--- config.mk ---
export PLATFORM = sky130hd
export DESIGN_NAME = alu_seq
export DESIGN_NICKNAME = d
export VERILOG_FILES = /design/src/rtl/alu_seq.sv
export SDC_FILE = /design/constraint.sdc
export NUM_CORES = 1
export LEC_CHECK = 0
export ABC_CLOCK_PERIOD_IN_PS = 4300
export CORE_ASPECT_RATIO = 1.2
export CORE_MARGIN = 1
export CORE_UTILIZATION = 30
export CTS_CLUSTER_DIAMETER = 150
export DETAILED_ROUTE_END_ITERATION = 12
export DONT_BUFFER_PORTS = 1
export MAX_ROUTING_LAYER = met4
export PLACE_DENSITY = 0.55
export SLEW_MARGIN = 20
export SYNTH_ARGS = -nofsm -noshare
export SYNTH_HDL_FRONTEND = slang
export SYNTH_SLANG_ARGS = --single-unit
export TNS_END_PERCENT = 30
--- constraint.sdc ---
create_clock -name Clk -period 4.3 [get_ports Clk]
set_input_delay 1.075 -clock Clk [delete_from_list [all_inputs] [get_ports Clk]]
set_output_delay 1.075 -clock Clk [all_outputs]
set_load 0.03 [all_outputs]
--- src/rtl/alu_seq.sv ---
// rtl/alu_seq.sv - clocked ALU with Start/Ready/Valid handshake and iterative shift/multiply
//
// Purpose: registered successor to the combinational 4-flag ALU. Single-cycle
// ops (ADD, SUB, AND, OR, XOR, CMP, illegal) complete on the Start edge.
// Shifts move one bit per clock, and MUL is a DataWidth-step shift-add loop.
// Both of these run in the RUN state.
//
// Ports:
//   Clk      - system clock, rising edge
//   Reset_N  - asynchronous active-low reset
//   Start    - request, sampled only while Ready=1
//   Abort    - cancels an iterative op while in RUN (no Valid, outputs hold)
//   FuncOp   - 4-bit opcode, captured with Start
//   IFlags   - incoming {V,N,C,Z}; only C (bit 1) is used, as carry-in for ADD
//   A, B     - operands; B[CntWidth-1:0] is the shift count for shifts
//   Ready    - idle and able to accept Start
//   Valid    - one-cycle pulse marking a fresh Y/OFlags
//   Y        - registered result, holds until the next Valid
//   OFlags   - registered {V,N,C,Z}, holds until the next Valid
module alu_seq #(
  parameter int DataWidth = 16,
  parameter int FlagBits  = 4,
  parameter int CntWidth  = $clog2(DataWidth)
) (
  input  logic                 Clk,
  input  logic                 Reset_N,
  input  logic                 Start,
  input  logic                 Abort,
  input  logic [3:0]           FuncOp,
  input  logic [FlagBits-1:0]  IFlags,
  input  logic [DataWidth-1:0] A,
  input  logic [DataWidth-1:0] B,
  output logic                 Ready,
  output logic                 Valid,
  output logic [DataWidth-1:0] Y,
  output logic [FlagBits-1:0]  OFlags
);

  localparam int Msb = DataWidth - 1;

  localparam logic [3:0] OpAdd = 4'h0;
  localparam logic [3:0] OpSub = 4'h1;
  localparam logic [3:0] OpShl = 4'h2;
  localparam logic [3:0] OpShr = 4'h3;
  localparam logic [3:0] OpAsr = 4'h4;
  localparam logic [3:0] OpMul = 4'h5;
  localparam logic [3:0] OpAnd = 4'h6;
  localparam logic [3:0] OpOr  = 4'h7;
  localparam logic [3:0] OpXor = 4'h8;
  localparam logic [3:0] OpCmp = 4'h9;

  // One extra bit so the counter can hold DataWidth for MUL.
  localparam logic [CntWidth:0] CntOne   = {{CntWidth{1'b0}}, 1'b1};
  localparam logic [CntWidth:0] MulIters = (CntWidth + 1)'(DataWidth);

  typedef enum logic {Idle, Run} state_t;

  state_t                 state;
  logic [3:0]             op_q;
  logic [DataWidth-1:0]   sh;
  logic [2*DataWidth-1:0] acc;
  logic [DataWidth-1:0]   mcand;
  logic [CntWidth:0]      cnt;

  function automatic logic [FlagBits-1:0] pack_flags(input logic v, input logic n,
                                                     input logic c, input logic z);
    logic [FlagBits-1:0] f;
    f      = '0;
    f[3:0] = {v, n, c, z};
    return f;
  endfunction

  // Only the carry bit of IFlags feeds the datapath.
  logic unused_iflags;
  assign unused_iflags = ^{IFlags[FlagBits-1:2], IFlags[0]};

  assign Ready = (state == Idle);

  // Single-cycle datapath, evaluated on the live inputs while idle.
  logic [DataWidth:0]    add_sum, sub_sum;
  logic [DataWidth-1:0]  diff, logic_res, s_y;
  logic [FlagBits-1:0]   s_flags;
  logic                  sub_v;
  logic [CntWidth-1:0]   shamt;
  logic                  is_shift, go_run;

  assign shamt    = B[CntWidth-1:0];
  assign is_shift = (FuncOp == OpShl) || (FuncOp == OpShr) || (FuncOp == OpAsr);
  assign go_run   = (is_shift && (shamt != '0)) || (FuncOp == OpMul);

  always_comb begin
    add_sum   = {1'b0, A} + {1'b0, B} + {{DataWidth{1'b0}}, IFlags[1]};
    sub_sum   = {1'b0, A} + {1'b0, ~B} + {{DataWidth{1'b0}}, 1'b1};
    diff      = sub_sum[Msb:0];
    sub_v     = (A[Msb] != B[Msb]) && (diff[Msb] != A[Msb]);
    logic_res = '0;
    s_y       = '0;
    s_flags   = pack_flags(1'b0, 1'b0, 1'b0, 1'b1);
    case (FuncOp)
      OpAdd: begin
        s_y     = add_sum[Msb:0];
        s_flags = pack_flags((A[Msb] == B[Msb]) && (add_sum[Msb] != A[Msb]),
                             add_sum[Msb], add_sum[DataWidth], add_sum[Msb:0] == '0);
      end
      OpSub: begin
        s_y     = diff;
        s_flags = pack_flags(sub_v, diff[Msb], sub_sum[DataWidth], diff == '0);
      end
      // CMP reports the flags of A-B but passes A through.
      OpCmp: begin
        s_y     = A;
        s_flags = pack_flags(sub_v, diff[Msb], sub_sum[DataWidth], diff == '0);
      end
      OpAnd, OpOr, OpXor: begin
        if (FuncOp == OpAnd)     logic_res = A & B;
        else if (FuncOp == OpOr) logic_res = A | B;
        else                     logic_res = A ^ B;
        s_y     = logic_res;
        s_flags = pack_flags(1'b0, logic_res[Msb], 1'b0, logic_res == '0);
      end
      // Zero-count shifts finish immediately with Y=A and C=0.
      OpShl, OpShr, OpAsr, OpMul: begin
        s_y     = A;
        s_flags = pack_flags(1'b0, A[Msb], 1'b0, A == '0);
      end
      default: ;
    endcase
  end

  // One iteration of the running shift or multiply.
  logic [DataWidth-1:0]   sh_next, r_y;
  logic                   sh_out;
  logic [DataWidth:0]     mul_sum;
  logic [2*DataWidth-1:0] acc_next;
  logic [FlagBits-1:0]    r_flags;

  always_comb begin
    sh_next = sh;
    sh_out  = 1'b0;
    case (op_q)
      OpShl: begin
        sh_next = {sh[Msb-1:0], 1'b0};
        sh_out  = sh[Msb];
      end
      OpShr: begin
        sh_next = {1'b0, sh[Msb:1]};
        sh_out  = sh[0];
      end
      default: begin
        sh_next = {sh[Msb], sh[Msb:1]};
        sh_out  = sh[0];
      end
    endcase
    // acc = {partial product, remaining multiplier}; add on the multiplier LSB, then shift right.
    mul_sum  = {1'b0, acc[2*DataWidth-1:DataWidth]} + (acc[0] ? {1'b0, mcand} : '0);
    acc_next = {mul_sum, acc[Msb:1]};
    if (op_q == OpMul) begin
      r_y     = acc_next[Msb:0];
      r_flags = pack_flags(1'b0, acc_next[Msb], |acc_next[2*DataWidth-1:DataWidth],
                           acc_next[Msb:0] == '0);
    end else begin
      r_y     = sh_next;
      r_flags = pack_flags(1'b0, sh_next[Msb], sh_out, sh_next == '0);
    end
  end

  always_ff @(posedge Clk or negedge Reset_N) begin
    if (!Reset_N) begin
      state  <= Idle;
      op_q   <= '0;
      sh     <= '0;
      acc    <= '0;
      mcand  <= '0;
      cnt    <= '0;
      Y      <= '0;
      OFlags <= '0;
      Valid  <= 1'b0;
    end else begin
      Valid <= 1'b0;
      case (state)
        // Abort is ignored here, so Start always wins in the same cycle.
        Idle: begin
          if (Start) begin
            op_q <= FuncOp;
            if (go_run) begin
              state <= Run;
              if (FuncOp == OpMul) begin
                acc   <= {{DataWidth{1'b0}}, B};
                mcand <= A;
                cnt   <= MulIters;
              end else begin
                sh  <= A;
                cnt <= {1'b0, shamt};
              end
            end else begin
              Y      <= s_y;
              OFlags <= s_flags;
              Valid  <= 1'b1;
            end
          end
        end
        Run: begin
          if (Abort) begin
            state <= Idle;
          end else begin
            cnt <= cnt - CntOne;
            if (op_q == OpMul) acc <= acc_next;
            else               sh  <= sh_next;
            // Last iteration: publish and return to idle on the same edge.
            if (cnt == CntOne) begin
              Y      <= r_y;
              OFlags <= r_flags;
              Valid  <= 1'b1;
              state  <= Idle;
            end
          end
        end
        default: state <= Idle;
      endcase
    end
  end

endmodule

==> key figures <==
Worst setup path
  – Reg2Reg Depth: 13
  – Crit path largest cell delay: 0.51 ns
  – CP max-delay cell: a2111oi_1
  – Crit-path max FO: 5
  – CP Cell Sequence: and2_1 -> ha_1 -> inv_1 -> fa_1 -> nor2b_4 -> o21a_1 -> or3_1 -> a2111oi_1 -> or4b_1 -> or4_1 -> nor4_2 -> nand4_1 -> a221o_1
  – Crit path kind: flip-flop to flip-flop
  – Worst Path Required: ~4.5 ns
  – CP Launch Type: flip-flop
  – FF-to-FF End: OFlags[1]$_DFFE_PN0P_
  – Setup crit end kind: flip-flop
  – CP endpoint: OFlags[1]$_DFFE_PN0P_
  – Critical Path AT: 4.22 ns
  – Start point of the critical path: acc[0]$_DFFE_PN0P_
  – FF-to-FF setup slack: 0.31 ns
  – Reg2reg start: acc[0]$_DFFE_PN0P_

Detailed routing
  – Starting DRT DRC Count: 499
  – Routed Antenna Nets: 0
  – Via Count: between 7000 and 8000
  – DRC Markers: 0
  – Drt total wl: 26.9 mm
  – Pre-antenna DRT Iters: 5
  – Via-to-Cell Ratio: 5.53
  – Avg WL per Cell: 19.7 um

Logic synthesis
  – Most frequent cell after synthesis: o21ai_0
  – Post-synth top area cell: dfrtp_1
  – Most common library cells after synthesis: o21ai_0, nand2_1, dfrtp_1
  – Warnings, synthesis: 0
  – Avg Inst Size Synth: 7.96 um^2
  – Number of flops mapped to enable cells by yosys: 0
  – Area contributors post-synth: dfrtp_1, ha_1, o21ai_0
  – Gate Count Post-Synth: 1031
  – Syn_nets: 1148
  – Sequential fraction of the synthesis area: 0.290
  – Post-synthesis register bit count: 95
  – Top_reg_cell synth: dfrtp_1
  – Ys async rst share: 1.00
  – Top cell type's share of synthesized area: 0.290
  – Cell area after synthesis: 0.00821 mm^2
  – Yosys cell types: 70

STA
  – Crit share post-route: 0.927
  – Actual slew at the worst max-slew pin: 0.746 ns
  – Fin. Hold Viols: 0
  – Slew Limit Headroom: 0.501
  – RSZ-0062 raised after global routing: false
  – Final min period: approximately 4.0 ns
  – Setup TNS: 0 ns
  – Final slew viol count: 0
  – F_max: 251 MHz
  – # setup viols final: 0
  – WHS: 0.418 ns
  – Clock skew: 0.00774 ns

Global route
  – Overflow left after global routing: 0
  – First-pass GRT wire length: 42.6 mm
  – Vias in the first global route: ~7300
  – Initial antenna violation count: 0
  – Total track usage: 0.203
  – Pin count of the biggest net entering global routing: 96

Clock network
  – Post-CTS setup buffers: 0
  – CTS H-tree lvls: 3
  – TritonCTS clock tree: built
  – Maximum buffer depth of the clock tree: 2
  – Cts hold-fix bufs: 0
  – Num CTS Buffers: 9
  – Worst-Skew Late Latency: 0.35 ns
  – Clk sinks: 95
  – Root Driver: clkbuf_16
  – Clock-pin slew on the worst setup and hold paths: about 0.060 ns
  – PostCTS Resize Cnt: 0

Layout
  – Post-Route Utilization: 0.341
  – Synth-to-Final Area Change: 10.4%
  – Antenna diode count: 0
  – Nets: 1141
  – Share of cells above drive strength 1: 0.0729
  – Fillers: 2772

Power
  – Sw Share: 0.372
  – NetSw: 1.28 mW
  – Pwr/cell area: 380 mW/mm^2
  – Clock Power Share: 0.285
  – Combinational power share: 0.307
  – Worst vdd ir: 0.183 mV
  – Int Pwr: 2.16 mW
  – Sequential Power Share: 0.409
  – Lkg Pwr: 3.93 nW

Place
  – Half-perimeter wire length after placement: 21.3 mm
  – I/O Buffers: 0
  – Gpl congestion: roughly 0.93

Floorplan
  – Core Area: 0.0266 mm^2
  – Initial core utilization: 0.309
  – I/O Pins: 66
  – Die span in y: 183 um
  – Die area: 0.0280 mm^2
  – Chip Width: 153 um
  – Site Rows: 65

Flow run
  – Max cap viols: 0

Run status
  – Status: complete, no violations

Min path
  – Min-Delay Path Class: primary input to async pin
==> worst min-delay path by stage <==
stage / cells after the start / slack [ns] / to
after floorplan: 2 / 0.44 / mcand[0]$_DFFE_PN0P_
after global placement: 2 / 0.45 / mcand[7]$_DFFE_PN0P_
after detailed placement: 2 / 0.46 / mcand[4]$_DFFE_PN0P_
after CTS: 0 / 0.41 / op_q[0]$_DFFE_PN0P_
after global routing: 0 / 0.41 / Y[2]$_DFFE_PN0P_
final: 0 / 0.42 / Y[2]$_DFFE_PN0P_
==> through the flow <==
stage / cells / setup WS (ns) / cell area [um^2] / total power, mW
floorplan: 1031 / 0.331 / 8210 / 2.13
global placement: 1348 / 0.0979 / 8700 / 2.46
detailed placement: 1348 / 0.0553 / 8700 / 2.47
CTS: 1364 / 0.267 / 9070 / 3.46
global route: 1364 / 0.0966 / 9070 / 3.66
finish: 1364 / 0.313 / 9070 / 3.45
==> logic make-up (layout without fill, tap and decap cells) <==
kind of cell | Yosys count | in the layout | synth area share
AOI/OAI and AO/OA | 340 | 340 | 0.262
xor gates and xnor gates | 38 | 38 | 0.0405
adders and majority gates | 73 | 73 | 0.115
buffers and inverters | 123 | 121 | 0.0571
DFF | 95 | 95 | 0.290
muxes | 36 | 36 | 0.0447
and+or+nand+nor | 326 | 326 | 0.191
==> power by group through the flow <==
stage	Clock [mW]	Sequential, mW	Combinational (mW)
finish	0.981	1.41	1.06
detailed placement	0	1.43	1.05
CTS	0.996	1.41	1.05
global placement	0	1.42	1.03
global route	1.03	1.44	1.19
floorplan	0	1.34	0.790
==> metal layers <==
layer | routed length, um | up-vias | global-route usage | share of wire
li1 | - | 3694 | - | -
met1 | 11200 | 3600 | 0.236 | 0.42
met2 | 13600 | 196 | 0.355 | 0.51
met3 | 1180 | 47 | 0.0220 | 0.044
met4 | 911 | 0 | 0.0844 | 0.034
met5 | 0 | - | - | 0
==> registers in the layout (all words and copies together) (netlist names) <==
register,count
op_q,4
mcand,16
Valid,1
acc,32
Y,16
sh,16
state,1
cnt,5
OFlags,4
==> cell type report <==
class	instances	area (um^2)	area share
Clock buffer	10	229	0.0253
Clock inverter	6	133	0.0146
Inverter	66	248	0.0273
Multi-Input combinational cell	813	5370	0.592
Sequential cell	95	2380	0.262
Tap cell	335	419	0.0462
Timing Repair Buffer	39	293	0.0323
==> critical path, delay by kind of cell (launching register included) <==
family / cells / cell delay [ns]
simple gates: 7 / 1.86
compound gates: 3 / 1.04
fa+ha+maj: 2 / 0.47
flops: 1 / 0.42
buf+inv: 1 / 0.08
==> cell usage in the layout (no fill, tap or decap), drive strengths merged, types with 6 or more instances in the layout <==
cell / n
o21ai: 126
nand2: 122
dfrtp: 95
nor2: 76
a21oi: 73
ha: 69
inv: 66
buf: 39
xnor2: 33
a211oi: 32
mux2i: 31
nor4: 21
and2: 20
nand3: 17
nor3: 14
a221oi: 13
a21o: 11
clkbuf: 10
nand4: 9
a22o: 9
o21bai: 9
a31oi: 9
nor2b: 9
nand2b: 7
o21a: 7
a2111oi: 6
Note: power is estimated with default switching activity, not from simulation.
==> patch 1: new RTL, config.mk and constraints unchanged <==
Change the parameter `FlagBits` from 4 to 6.
--- a/src/rtl/alu_seq.sv
+++ b/src/rtl/alu_seq.sv
@@ -19,7 +19,7 @@
 //   OFlags   - registered {V,N,C,Z}, holds until the next Valid
 module alu_seq #(
   parameter int DataWidth = 16,
-  parameter int FlagBits  = 4,
+  parameter int FlagBits  = 6,
   parameter int CntWidth  = $clog2(DataWidth)
 ) (
   input  logic                 Clk,
Ports: changed (resized IFlags and OFlags); port bits go from 66 to 70. The function was not compared with the original's and may differ.
==> patch 1 against the unedited design <==
- worst hold slack got worse by 0.013 ns
- area after synthesis is 3.4% higher
- wire length is 5.6% higher
- via count is 0.62% lower
- worst setup slack better by 0.43 ns
- maximum frequency is 12% higher
- power down 2.8%
- die area rose by 3.4%
- synthesized cell count rose by 1.7%
- core utilization fell by 1.5 points
- design area is 0.26% higher
- critical path depth shrank 2
- sequential cell count stayed put
- critical path type unchanged
- largest power group unchanged
==> patch 1: results (changes against the unedited design) <==
metric,value,unit,change
cp_max_fo,17,,+12
fin_skew,0.0118,ns,+0.00405 ns
grt_pass1_vias,7274,,-0.67%
place.gp.congestion,0.946,,+2.0%
synthCells,1049,,+1.7%
rr_worst_depth,11,,-2
grt_pass1_wl,43500,µm,+2.0%
routedWlPerCell,20.3,µm,+2.8%
use_met3,4.05,%,+1.9 points
relSlewSlack,37.4,%,-13 points
ys_seq_area_share,28.0,%,-0.96 points
m1WireLength,11800,µm,+5.4%
ys_top_cells_by_count,"nand2_1, o21ai_0, dfrtp_1, nor2_1, a21oi_1",,
use_met1,23.9,%,+0.32 points
cpLargestDelayFamily,compound AO/OA/AOI/OAI gates,,
dr_wl_met3,1620,µm,+37%
clock_latency,0.37,ns,+0.02 ns
wl_met2,13700,µm,+0.52%
drt_iter0_drc,545,,+9.2%
cp_data_arrival_time,3.82,ns,-0.40 ns
via_per_inst,5.35,,-3.2%
cp_slowest_cell,dfrtp_1,,
placed_cells,1385,,+2.7%
grt_usage,20.6,%,+0.38 points
grt_use_met2,34.0,%,-1.4 points
fin_nets,1136,,-0.44%
status,completed,,
instances_no_fill,1401,,+2.7%
hpwl,21900,µm,+2.9%
final_layout_size_suffix_gt1_share,5.97,%,-1.3 points
ys_types,82,,+17%
[patch 1: changes by cell type in the layout (fill, tap and decap cells not counted), sizes merged, moves of 6 or more]
cell	unedited run	this run
nand2	122	131
a211oi	32	20
a21oi	73	80
buf	39	12
inv	66	60
nor2	76	82
nand3	17	8
a21o	11	17
[patch 1: area by class of cell]
cell class                 instances  area (µm²)
sequential                        95        2380
inverter                          60         225
fill                            2987       18800
multi-input combinational        839        5630
tap                              379         474
timing repair buffer              12        90.1
clock inverter                     5        58.8
clock buffer                      11         233
[patch 1: logic make-up after synthesis]
family / synth area share (%)
AOI/OAI and AO/OA: 27.1
and+or+nand+nor: 19.5
buffers and inverters: 5.79
DFF: 28.0
adders and majority gates: 11.1
xor gates and xnor gates: 4.02
muxes: 4.39
other: 0.0442
[patch 1: final timing paths]
check / to / slack (ns)
hold / removal: op_q[0]$_DFFE_PN0P_ / 0.41
hold reg to reg: mcand[14]$_DFFE_PN0P_ / 0.47
setup reg to reg: OFlags[1]$_DFFE_PN0P_ / 0.74
min in group Clk: mcand[14]$_DFFE_PN0P_ / 0.47
max in group asynchronous: acc[18]$_DFFE_PN0P_ / 3.71
setup / recovery: OFlags[1]$_DFFE_PN0P_ / 0.74
[patch 1: through the flow]
step / power (mW) / cell area [µm²] / setup slack [ns] / hold slack, ns
final: 3.35 / 9090 / 0.739 / 0.405
after global routing: 3.56 / 9090 / 0.440 / 0.395
after CTS: 3.37 / 9090 / 0.729 / 0.382
after detailed placement: 2.52 / 8800 / 0.501 / 0.464
after global placement: 2.50 / 8800 / 0.478 / 0.455
after floorplan: 2.19 / 8490 / 0.847 / 0.442
[patch 1: power by group]
part,internal [mW],total [mW],switching [mW]
Sequential,1.09,1.43,0.337
Combinational,0.441,1.09,0.646
Clock,0.452,0.834,0.383
==> patch 2: new RTL, same settings <==
Without the edit above. Put one more register stage on the output `OFlags`, without a reset. The value now appears one clock later. The other outputs are not delayed to match. Comments in the files are not updated.
--- a/src/rtl/alu_seq.sv
+++ b/src/rtl/alu_seq.sv
@@ -55,6 +55,8 @@
 
   typedef enum logic {Idle, Run} state_t;
 
+  logic [FlagBits-1:0] OFlags_s0;
+
   state_t                 state;
   logic [3:0]             op_q;
   logic [DataWidth-1:0]   sh;
@@ -173,7 +175,7 @@
       mcand  <= '0;
       cnt    <= '0;
       Y      <= '0;
-      OFlags <= '0;
+      OFlags_s0 <= '0;
       Valid  <= 1'b0;
     end else begin
       Valid <= 1'b0;
@@ -194,7 +196,7 @@
               end
             end else begin
               Y      <= s_y;
-              OFlags <= s_flags;
+              OFlags_s0 <= s_flags;
               Valid  <= 1'b1;
             end
           end
@@ -209,7 +211,7 @@
             // Last iteration: publish and return to idle on the same edge.
             if (cnt == CntOne) begin
               Y      <= r_y;
-              OFlags <= r_flags;
+              OFlags_s0 <= r_flags;
               Valid  <= 1'b1;
               state  <= Idle;
             end
@@ -220,5 +222,9 @@
     end
   end
 
+  always_ff @(posedge Clk) begin
+    OFlags <= OFlags_s0;
+  end
+
 endmodule
 
Behaviour: not the same (Yosys sat finds a counterexample within 4 cycles, from zero or initial values and one cycle with Reset_N low).
==> patch 2 against the unedited design <==
- sequential cell count up 4
- maximum frequency up 5.9%
- power up 4.5%
- design area up 4.3%
- non-clock buffer count down 22
- synthesized cell count up 8.0%
- die area up 6.7%
- via count up 9.5%
- critical path type is now in2reg
- area after synthesis up 6.8%
- wire length up 16%
- worst setup slack better by 0.22 ns
- final cell count up 7.3%
==> patch 2: results (changes against the unedited design) <==
metric,value,unit,change
total_power,3.60,mW,+4.5%
grt_use_met2,35.8,%,+0.37 points
relSlewSlack,32.1,%,-18 points
path_clk_slew,0.08,ns,+0.02 ns
place_area,9120,µm²,+4.8%
fill_cells,3128,,+13%
seq_power,1.48,mW,+5%
placed_cells,1448,,+7.4%
rrSetupSlack,0.55,ns,+0.24 ns
clkPwrFrac,26.4,%,-2.1 points
intPower,2.14,mW,-1.0%
place_ws,0.241,ns,+0.186 ns
m1WireLength,12900,µm,+15%
synth_mux_area_share,4.25,%,-0.21 points
routedWlPerCell,21.4,µm,+8.5%
vias,8255,,+9.5%
hp-class,reg2reg,,
grt_pass1_wl,47600,µm,+12%
finalCritPeriodShare,87.5,%,-5.2 points
synthCells,1113,,+8.0%
startpoint,A[0],,
grt_usage,21.9,%,+1.7 points
dr_wl_met3,2270,µm,+92%
final_layout_size_suffix_gt1_share,5.56,%,-1.7 points
syn-num-nets,1230,,+7.1%
rr_worst_depth,12,,-1
status,completed,,
setup.worst_path.end,OFlags_s0[0]$_DFFE_PN0P_,,
use_met1,25.8,%,+2.2 points
async_reset_ff_share,96.0,%,-4.0 points
synth_adder_area_share,10.8,%,-0.73 points
hpwl,24200,µm,+14%
ys_types,82,,+17%
fin_skew,0.0160,ns,+0.00823 ns
clock_latency,0.37,ns,+0.02 ns
ys_seq_area_share,28.0,%,-0.93 points
wl_met2,15100,µm,+10%
synth_compound_area_share,26.0,%,-0.21 points
via_per_inst,5.64,,+2.0%
ir_worst_vdd,0.224,mV,+23%
grt_max_degree,96,,unchanged
cp_slowest_cell,or4_4,,
leakagePower,3.98,nW,+1.2%
grt_pass1_vias,7844,,+7.1%
grt-ovfl-total,0,,unchanged
use_met3,5.17,%,+3.0 points
timing.rr.end,OFlags_s0[1]$_DFFE_PN0P_,,
ys_top_cells_by_count,"nand2_1, o21ai_0, dfrtp_1, a21oi_1, nor2_1",,
place.gp.congestion,0.949,,+2.2%
cp_data_arrival_time,4.04,ns,-0.18 ns
synth_xor_area_share,3.10,%,-0.96 points
synth.area.top_cells,"dfrtp_1, ha_1, nand2_1",,
seq_area,2460,µm²,+3.4%
==> patch 2: cell types whose count changed after synthesis, moves of 5 or more <==
cell and delta:
a211oi_1 -14, clkbuf_1 +8, inv_1 -8, nand2_1 +37, nand2b_1 +5, nor3_1 +9, o2111ai_1 +11, o211ai_1 +23
o21ai_0 -19, o21bai_1 -6, o31ai_1 +7, or3_1 +8, xnor2_1 -10
==> patch 2: how the worst min path moves through the flow <==
stage | to | slack [ns]
after floorplan | OFlags[1]$_DFF_P_ | 0.35
after global placement | OFlags[1]$_DFF_P_ | 0.36
after detailed placement | OFlags[1]$_DFF_P_ | 0.36
after CTS | OFlags[1]$_DFF_P_ | 0.38
after global routing | acc[20]$_DFFE_PN0P_ | 0.40
final | OFlags[1]$_DFF_P_ | 0.38
==> patch 2: area by class of cell <==
type / instances / area share, %
multi-input cells: 888 / 61.6
flip-flops and latches: 99 / 26.0
well taps: 385 / 5.09
inverters: 59 / 2.39
clock buffers: 9 / 2.38
repair buffers: 17 / 1.35
clock inverters: 7 / 1.23
